[config.mk]
export PLATFORM = sky130hd
export DESIGN_NAME = control_unit
export DESIGN_NICKNAME = d
export VERILOG_FILES = /design/src/rtl/cpu_pkg.sv /design/src/rtl/program_counter.sv /design/src/rtl/control_unit.sv
export SDC_FILE = /design/constraint.sdc
export NUM_CORES = 1
export LEC_CHECK = 0
export CAP_MARGIN = 25
export CORE_MARGIN = 10
export CORE_UTILIZATION = 45
export CTS_BUF_LIST = sky130_fd_sc_hd__clkbuf_8
export CTS_CLUSTER_DIAMETER = 100
export DETAILED_ROUTE_END_ITERATION = 6
export PLACE_DENSITY = 0.89
export RECOVER_POWER = 25
export SLEW_MARGIN = 20
export SYNTH_ARGS = -nofsm -noshare
export SYNTH_HDL_FRONTEND = slang
export SYNTH_SLANG_ARGS = --single-unit
[constraint.sdc]
create_clock -name Clock -period 3.9 [get_ports Clock]
set_input_delay 0.78 -clock Clock [delete_from_list [all_inputs] [get_ports Clock]]
set_output_delay 0.78 -clock Clock [all_outputs]
set_load 0.02 [all_outputs]
[src/rtl/cpu_pkg.sv]
// Shared definitions for the lab processor sequencer: opcodes, state encoding,
// ALU select codes and instruction field extraction.
package cpu_pkg;

    localparam logic [3:0] OP_NOOP  = 4'b0000;
    localparam logic [3:0] OP_STORE = 4'b0001;
    localparam logic [3:0] OP_LOAD  = 4'b0010;
    localparam logic [3:0] OP_ADD   = 4'b0011;
    localparam logic [3:0] OP_SUB   = 4'b0100;
    localparam logic [3:0] OP_HALT  = 4'b0101;

    localparam logic [2:0] ALU_PASS = 3'b000;
    localparam logic [2:0] ALU_ADD  = 3'b001;
    localparam logic [2:0] ALU_SUB  = 3'b010;

    localparam int OPC_LSB  = 12;
    localparam int RA_LSB   = 8;
    localparam int RB_LSB   = 4;
    localparam int RW_LSB   = 0;
    localparam int LDA_LSB  = 4;
    localparam int STA_LSB  = 0;

    typedef enum logic [3:0] {
        S_INIT   = 4'd0,
        S_FETCH  = 4'd1,
        S_DECODE = 4'd2,
        S_NOOP   = 4'd3,
        S_STORE  = 4'd4,
        S_LOAD_A = 4'd5,
        S_LOAD_B = 4'd6,
        S_ADD    = 4'd7,
        S_SUB    = 4'd8,
        S_HALT   = 4'd9
    } state_t;

    function automatic logic [3:0] f_opcode(input logic [15:0] ir);
        return ir[OPC_LSB +: 4];
    endfunction

    function automatic logic [3:0] f_ra(input logic [15:0] ir);
        return ir[RA_LSB +: 4];
    endfunction

    function automatic logic [3:0] f_rb(input logic [15:0] ir);
        return ir[RB_LSB +: 4];
    endfunction

    function automatic logic [3:0] f_rw(input logic [15:0] ir);
        return ir[RW_LSB +: 4];
    endfunction

    function automatic logic [7:0] f_ld_addr(input logic [15:0] ir);
        return ir[LDA_LSB +: 8];
    endfunction

    function automatic logic [7:0] f_st_addr(input logic [15:0] ir);
        return ir[STA_LSB +: 8];
    endfunction

endpackage

[src/rtl/program_counter.sv]
// Program counter: asynchronous clear, increment on enable, wraps modulo 2^PC_W.
module program_counter #(
    parameter int PC_W = 7
) (
    input  logic            Clock,
    input  logic            Reset,
    input  logic            i_inc,
    output logic [PC_W-1:0] o_pc
);

    logic [PC_W-1:0] r_pc;

    always_ff @(posedge Clock or posedge Reset) begin
        if (Reset) begin
            r_pc <= '0;
        end else if (i_inc) begin
            r_pc <= r_pc + {{(PC_W-1){1'b0}}, 1'b1};
        end else begin
            r_pc <= r_pc;
        end
    end

    assign o_pc = r_pc;

endmodule

[src/rtl/control_unit.sv]
// Fetch/decode/execute sequencer for the 16-bit lab processor. All datapath
// controls are registered alongside the state so they change with it.
module control_unit
    import cpu_pkg::*;
#(
    parameter int PC_W = 7
) (
    input  logic            Clock,
    input  logic            Reset,
    input  logic [15:0]     IM_data,
    output logic [PC_W-1:0] IM_addr,
    output logic            IM_rd,
    output logic [7:0]      D_addr,
    output logic            D_wr,
    output logic            RF_s,
    output logic [3:0]      RF_W_addr,
    output logic            RF_W_wr,
    output logic [3:0]      RF_Ra_addr,
    output logic [3:0]      RF_Rb_addr,
    output logic            RF_Ra_rd,
    output logic            RF_Rb_rd,
    output logic [2:0]      Alu_s0,
    output logic [3:0]      state_dbg,
    output logic [PC_W-1:0] pc_dbg,
    output logic [15:0]     ir_dbg
);

    state_t          r_state;
    logic [15:0]     r_ir;
    logic            r_im_rd;
    logic [7:0]      r_d_addr;
    logic            r_d_wr;
    logic            r_rf_s;
    logic [3:0]      r_w_addr;
    logic            r_w_wr;
    logic [3:0]      r_ra_addr;
    logic [3:0]      r_rb_addr;
    logic            r_ra_rd;
    logic            r_rb_rd;
    logic [2:0]      r_alu;
    logic            w_pc_inc;
    logic [PC_W-1:0] w_pc;

    assign w_pc_inc = (r_state == S_FETCH);

    program_counter #(.PC_W(PC_W)) u_pc (
        .Clock (Clock),
        .Reset (Reset),
        .i_inc (w_pc_inc),
        .o_pc  (w_pc)
    );

    // Outputs are loaded with the values belonging to the state being entered,
    // so execute-state controls come from IM_data only through a flop.
    always_ff @(posedge Clock or posedge Reset) begin
        if (Reset) begin
            r_state   <= S_INIT;
            r_ir      <= 16'h0000;
            r_im_rd   <= 1'b0;
            r_d_addr  <= 8'h00;
            r_d_wr    <= 1'b0;
            r_rf_s    <= 1'b0;
            r_w_addr  <= 4'h0;
            r_w_wr    <= 1'b0;
            r_ra_addr <= 4'h0;
            r_rb_addr <= 4'h0;
            r_ra_rd   <= 1'b0;
            r_rb_rd   <= 1'b0;
            r_alu     <= ALU_PASS;
        end else begin
            r_im_rd   <= 1'b0;
            r_d_addr  <= 8'h00;
            r_d_wr    <= 1'b0;
            r_rf_s    <= 1'b0;
            r_w_addr  <= 4'h0;
            r_w_wr    <= 1'b0;
            r_ra_addr <= 4'h0;
            r_rb_addr <= 4'h0;
            r_ra_rd   <= 1'b0;
            r_rb_rd   <= 1'b0;
            r_alu     <= ALU_PASS;
            case (r_state)
                S_INIT: begin
                    r_state <= S_FETCH;
                    r_im_rd <= 1'b1;
                end
                S_FETCH: begin
                    r_state <= S_DECODE;
                end
                S_DECODE: begin
                    r_ir <= IM_data;
                    case (f_opcode(IM_data))
                        OP_NOOP: begin
                            r_state <= S_NOOP;
                        end
                        OP_STORE: begin
                            r_state   <= S_STORE;
                            r_d_addr  <= f_st_addr(IM_data);
                            r_ra_addr <= f_ra(IM_data);
                            r_ra_rd   <= 1'b1;
                            r_d_wr    <= 1'b1;
                        end
                        OP_LOAD: begin
                            r_state  <= S_LOAD_A;
                            r_d_addr <= f_ld_addr(IM_data);
                            r_rf_s   <= 1'b1;
                        end
                        OP_ADD, OP_SUB: begin
                            r_state   <= (f_opcode(IM_data) == OP_ADD) ? S_ADD : S_SUB;
                            r_alu     <= (f_opcode(IM_data) == OP_ADD) ? ALU_ADD : ALU_SUB;
                            r_ra_addr <= f_ra(IM_data);
                            r_rb_addr <= f_rb(IM_data);
                            r_ra_rd   <= 1'b1;
                            r_rb_rd   <= 1'b1;
                            r_w_addr  <= f_rw(IM_data);
                            r_w_wr    <= 1'b1;
                        end
                        OP_HALT: begin
                            r_state <= S_HALT;
                        end
                        default: begin
                            r_state <= S_NOOP;
                        end
                    endcase
                end
                S_LOAD_A: begin
                    r_state  <= S_LOAD_B;
                    r_d_addr <= f_ld_addr(r_ir);
                    r_rf_s   <= 1'b1;
                    r_w_addr <= f_rw(r_ir);
                    r_w_wr   <= 1'b1;
                end
                S_NOOP, S_STORE, S_LOAD_B, S_ADD, S_SUB: begin
                    r_state <= S_FETCH;
                    r_im_rd <= 1'b1;
                end
                S_HALT: begin
                    r_state <= S_HALT;
                end
                default: begin
                    r_state <= S_INIT;
                end
            endcase
        end
    end

    assign IM_addr    = w_pc;
    assign IM_rd      = r_im_rd;
    assign D_addr     = r_d_addr;
    assign D_wr       = r_d_wr;
    assign RF_s       = r_rf_s;
    assign RF_W_addr  = r_w_addr;
    assign RF_W_wr    = r_w_wr;
    assign RF_Ra_addr = r_ra_addr;
    assign RF_Rb_addr = r_rb_addr;
    assign RF_Ra_rd   = r_ra_rd;
    assign RF_Rb_rd   = r_rb_rd;
    assign Alu_s0     = r_alu;
    assign state_dbg  = r_state;
    assign pc_dbg     = w_pc;
    assign ir_dbg     = r_ir;

endmodule

* After elaboration in Yosys (flattened, before gate mapping)
Cells that the tools add are included.
** Cells by class
- Order comparisons :: 0
- Equal/unequal tests :: 14
- Shift-type cells :: 0
- Bitwise operators :: 0
- Reduce and logical (&&, ||, !) cells :: 4
- Muxes and demuxes :: 24
- Divide/modulo/power cells :: 0
- Add/subtract/negate cells :: 1
- Multiply operators :: 0
** Operators by type and width (count)
- $pmux W8 S2 :: 2
- $eq A4 B3 Y1 const B :: 6
- $mux W4 :: 6
- $pmux W4 S5 :: 1
- $eq A4 B2 Y1 const B :: 4
- $pmux W4 S4 :: 1
- $eq A4 B1 Y1 const B :: 2
- $eq A4 B4 Y1 const B :: 2
- $mux W1 :: 8
- $pmux W4 S2 :: 1
- $add A7 B1 Y7 const B :: 1
- $mux W2 :: 3
- $reduce_or A6 Y1 :: 1
- $logic_not A4 Y1 :: 1
- $pmux W1 S2 :: 2
- $reduce_or A3 Y1 :: 1
- $reduce_or A2 Y1 :: 1
** Word-level totals
- Bits of input ports :: 18
- Logic and storage cells :: 57
- Flip-flop bits (word level) :: 56
- ROM bits :: 0
- Output and inout bits :: 63
- Memories :: 0
- Latch bits :: 0
- RAM bits :: 0

* Depth between registers and ports, before layout
- Depth after elaboration :: 4
- Mapped depth :: 5
- Mapped depth without buffers :: 4

* By module
From an unflattened synthesis, not the netlist that was laid out.
** Second synthesis, totals
- Cells, all modules :: 205
- Area total of the unflattened synthesis :: 2306.0 um^2
** Modules (own cells, without submodules)
- control_unit :: area each 2019.4 um^2, sequential area each 1201.2 um^2, instances 1, cells each 182
- program_counter :: area each 286.5 um^2, sequential area each 175.2 um^2, instances 1, cells each 23

* Worst setup path after synthesis
Ideal clock, no wire load.
- Kind :: input -> register
- Start :: in IM_data[14]
- End :: reg r_w_addr[0], in the netlist RF_W_addr[0]
- Stages :: 4
- Buffers on the path :: 1
- Slack :: 1.939 ns
- Arrival :: 1.894 ns
- Setup time :: 0.066 ns
- Cell sequence :: buf_4 or3b_2 a211oi_4 a22o_1
** On the way
- Word-level cells in the longest chain between the ends :: 4
- Elaborated cells between the ends (all ways) :: 5
- Those cells by class :: 2 x eq/ne; 2 x mux; 1 x reduce/logical
** RTL lines
- from (decl) :: line control_unit.sv:10 : input logic [15:0] IM_data,
- $eq A4 B2 Y1 or $eq A4 B3 Y1 (tied branches) :: line control_unit.sv:92 : case (f_opcode(IM_data))
- $reduce_or A2 Y1 (*) :: line control_unit.sv:92
- $mux W4 (*) :: line control_unit.sv:92
- $pmux W4 S2 (*) :: line control_unit.sv:82 : case (r_state)
- to (signal assigned) :: line control_unit.sv:115 : r_w_addr <= f_rw(IM_data);
- to (signal assigned) :: line control_unit.sv:130 : r_w_addr <= f_rw(r_ir);
- to (decl) :: line control_unit.sv:34 : logic [3:0] r_w_addr;
Every way passes the cells marked *; elsewhere a longest branch is shown, timed or not.
A chain may end at the register's enable or synchronous reset.

* Worst setup path in the final report
- Start :: reg r_state[2], in the netlist state_dbg[2]
- End :: out state_dbg[2]
** RTL lines
- from (decl) :: line control_unit.sv:28 : state_t r_state;
- from (signal assigned) :: line control_unit.sv:109 : r_state <= (f_opcode(IM_data) == OP_ADD) ? S_ADD : S_SUB;
- to (decl) :: line control_unit.sv:23 : output logic [3:0] state_dbg,
No word-level cell between the ends.

==> metrics.yaml <==
final_layout:
  nets: 260
  fillerInstances: 380
  diodes: 0
  area_growth_pct: 37.8
  fin_area_mm2: 0.00317
  postLayoutCoreUtil_pct: 65.3
  drive_gt1_share_pct: 14.0
timing:
  hold_viol_final: 0
  rsz0062_at_grt: "no"
  setup_violations: 0
  tightest_slew_ps: 819
  skew_ps: 3.31
  slew_viol_final: 0
  fin_ws_ps: 1450
  min_period_ps: 2450
  post-route-period-util_pct: 62.7
  worst_slew_margin_rel_pct: 45.3
  tns_ps: 0
  fmax_ghz: 0.409
synth:
  ys_seq_area_share_pct: 59.9
  synth_fa_ha_area_share_pct: 0.545
  synth_mux_area_share_pct: 8.82
  yosys.area.top_type: "dfrtp_1"
  synthXorXnorAreaFrac_pct: 2.67
  netlist.area_leader.share_pct: 59.9
  synth_most_common_cell: "dfrtp_1"
  synth_nets: 191
  synthCells: 172
  synth_compound_area_share_pct: 10.6
  synth_commonest_cells: "dfrtp_1 (55), mux2_2 (18), buf_4 (10)"
  synth.cell_area_mm2: 0.00230
  synth_edf_count: 0
  postSynthAreaPerCell_um2: 13.4
  synth_simple_gate_area_share_pct: 11.9
  yosysWarnings: 0
  synth_top_family_by_area: "simple AND/OR/NAND/NOR gates"
  ys_ff_latch: 55
  yosys-top-cells-area: "dfrtp_1 (60%), mux2_2 (8.8%), buf_4 (3.3%)"
  synth_cell_type_count: 41
  synth_flop_cell: "dfrtp_1"
  async_flop_share_pct: 100
floorplan:
  start_util_pct: 47.4
  coreArea_mm2: 0.00485
  ios: 81
  chipHeight_um: 91.5
  rows: 25
  die_w_um: 91.5
  dieArea_mm2: 0.00836
detailed_routing:
  top_layer_used: "met4"
  drt_iter0_markers: 69
  vias: 1587
  m1WireLength_um: 2310
  avgViaCountPerCell: 5.14
  drtAntennaViolNets: 0
  wl_met2_um: 2510
  dr.pass1.iters: 4
  met3WireLength_um: 570
  routed_wl_um: 5440
  routedWlPerCell_um: 17.6
  route.detailed.drc: 0
critical_path:
  crit_buf_inv: 1
  crit_path_end_kind: "output port"
  rr_worst_depth: 4
  crit_path_max_incr_delay_ps: 710
  worst_path_dominant_cell_family: "buffers and inverters"
  critPathLaunchType: "register"
  worst_ep_arrival_time_ps: 1670
  slowest_stage: "clkdlybuf4s50_1"
  cp.depth: 1
  worstPathRequired_ps: 3120
  worstPathMaxFanout: 12
  worstSetupPathType: "reg -> out"
  worstPathCellList: "clkdlybuf4s50_1"
grt:
  grt_pass1_vias: 1645
  grt_max_degree: 36
  antenna_found_initial: 0
  grt_usage_pct: 12.9
  grt_pass1_wl_um: 8760
  grt_overflow_total: 0
job:
  max-cap-violations: 0
power:
  power-per-cell-area_mw_per_mm2: 674
  ir_worst_vdd_mv: 0.328
  p_total_mw: 2.13
  p_leak_nw: 1.33
min_path:
  min_path_cells: 1
  hold_path.class: "reg -> reg"
run_status:
  status: "complete, no violations"
placement:
  io_buffers: 79
  gp_congestion: 0.735
  hpwl_um: 4050
  dp_slack_ps: 1210
  post_dp_cell_area_mm2: 0.00308
cts:
  clock-sinks: 55
  cts_tree: "done"
  clk_pin_slew_worst_paths_ps: 90
  clockBufferDepth: 2
  cts_root_buf: "clkbuf_8"
  cts.hold.buffers_added: 0
  htreeDepth: 2
  postCtsSetupBuffers: 0
  insertion_delay_ps: 300
  cts-resized-gates: 0
  cts_buffers: 5
==> routing by layer <==
metal | vias to the layer above | GRT usage [%]
met4 | 0 | 2.74
met1 | 783 | 15.5
li1 | 738 | -
met5 | - | 0
met3 | 6 | 7.16
met2 | 60 | 19.8
==> registers in the layout, summed over array words and instances (netlist names) <==
register and flops:
D_addr 8, u_pc.o_pc 7, ir_dbg 16, RF_s 1, RF_W_addr 4, D_wr 1, RF_Ra_rd 1, RF_W_wr 1
RF_Rb_addr 4, IM_rd 1, state_dbg 4, RF_Ra_addr 4, Alu_s0 2, RF_Rb_rd 1
==> through the flow <==
step / hold slack [ps] / cells
after floorplan: 601 / 172
after global placement: 481 / 300
after detailed placement: 482 / 301
after CTS: 499 / 309
after global routing: 523 / 309
final: 494 / 309
==> layout make-up <==
class,instances,area (µm²),area share [%]
clock buffers,5,68.8,2.17
clock inverters,3,12.5,0.395
flip-flops and latches,55,1380,43.5
repair buffers,81,818,25.8
well taps,67,83.8,2.65
inverters,1,3.75,0.119
multi-input cells,97,802,25.3
==> kinds of logic after synthesis <==
group           count (synthesis)
compound gates                 29
xor+xnor                        7
mux                            18
fa+ha+maj                       1
buf+inv                        20
flops                          55
simple gates                   41
other cells                     1
==> power breakdown <==
group	switching (mW)	internal, mW	leakage (nW)
clock	0.168	0.121	0.0505
sequential	0.148	0.725	0.712
combinational	0.465	0.508	0.569
==> layout by cell type (no fill, tap or decap), types with 2 or more instances in the layout <==
master / count
a22o_1: 4
a22oi_1: 8
and2_1: 9
and3_1: 2
clkbuf_8: 5
clkdlybuf4s50_1: 78
dfrtp_1: 55
inv_1: 3
mux2_2: 18
nand2_1: 4
nand3b_1: 3
nand4_1: 4
nor2_1: 2
nor2b_1: 2
nor3_1: 2
nor3b_1: 2
nor4b_2: 2
o21ai_0: 3
o2bb2ai_1: 8
or3b_2: 2
xnor2_1: 5
xor2_1: 2
==> path summary, 6_finish.rpt <==
kind                         startpoint      endpoint  slack, ps
setup / recovery           state_dbg[2]  state_dbg[2]       1450
max in group asynchronous         Reset     D_addr[4]       2160
hold / removal             u_pc.o_pc[6]  u_pc.o_pc[6]        490
setup reg to reg           state_dbg[2]          D_wr       2040
min in group asynchronous         Reset      RF_Rb_rd       1080
hold reg to reg            u_pc.o_pc[6]  u_pc.o_pc[6]        490
Power figures use the tool's default switching activity.
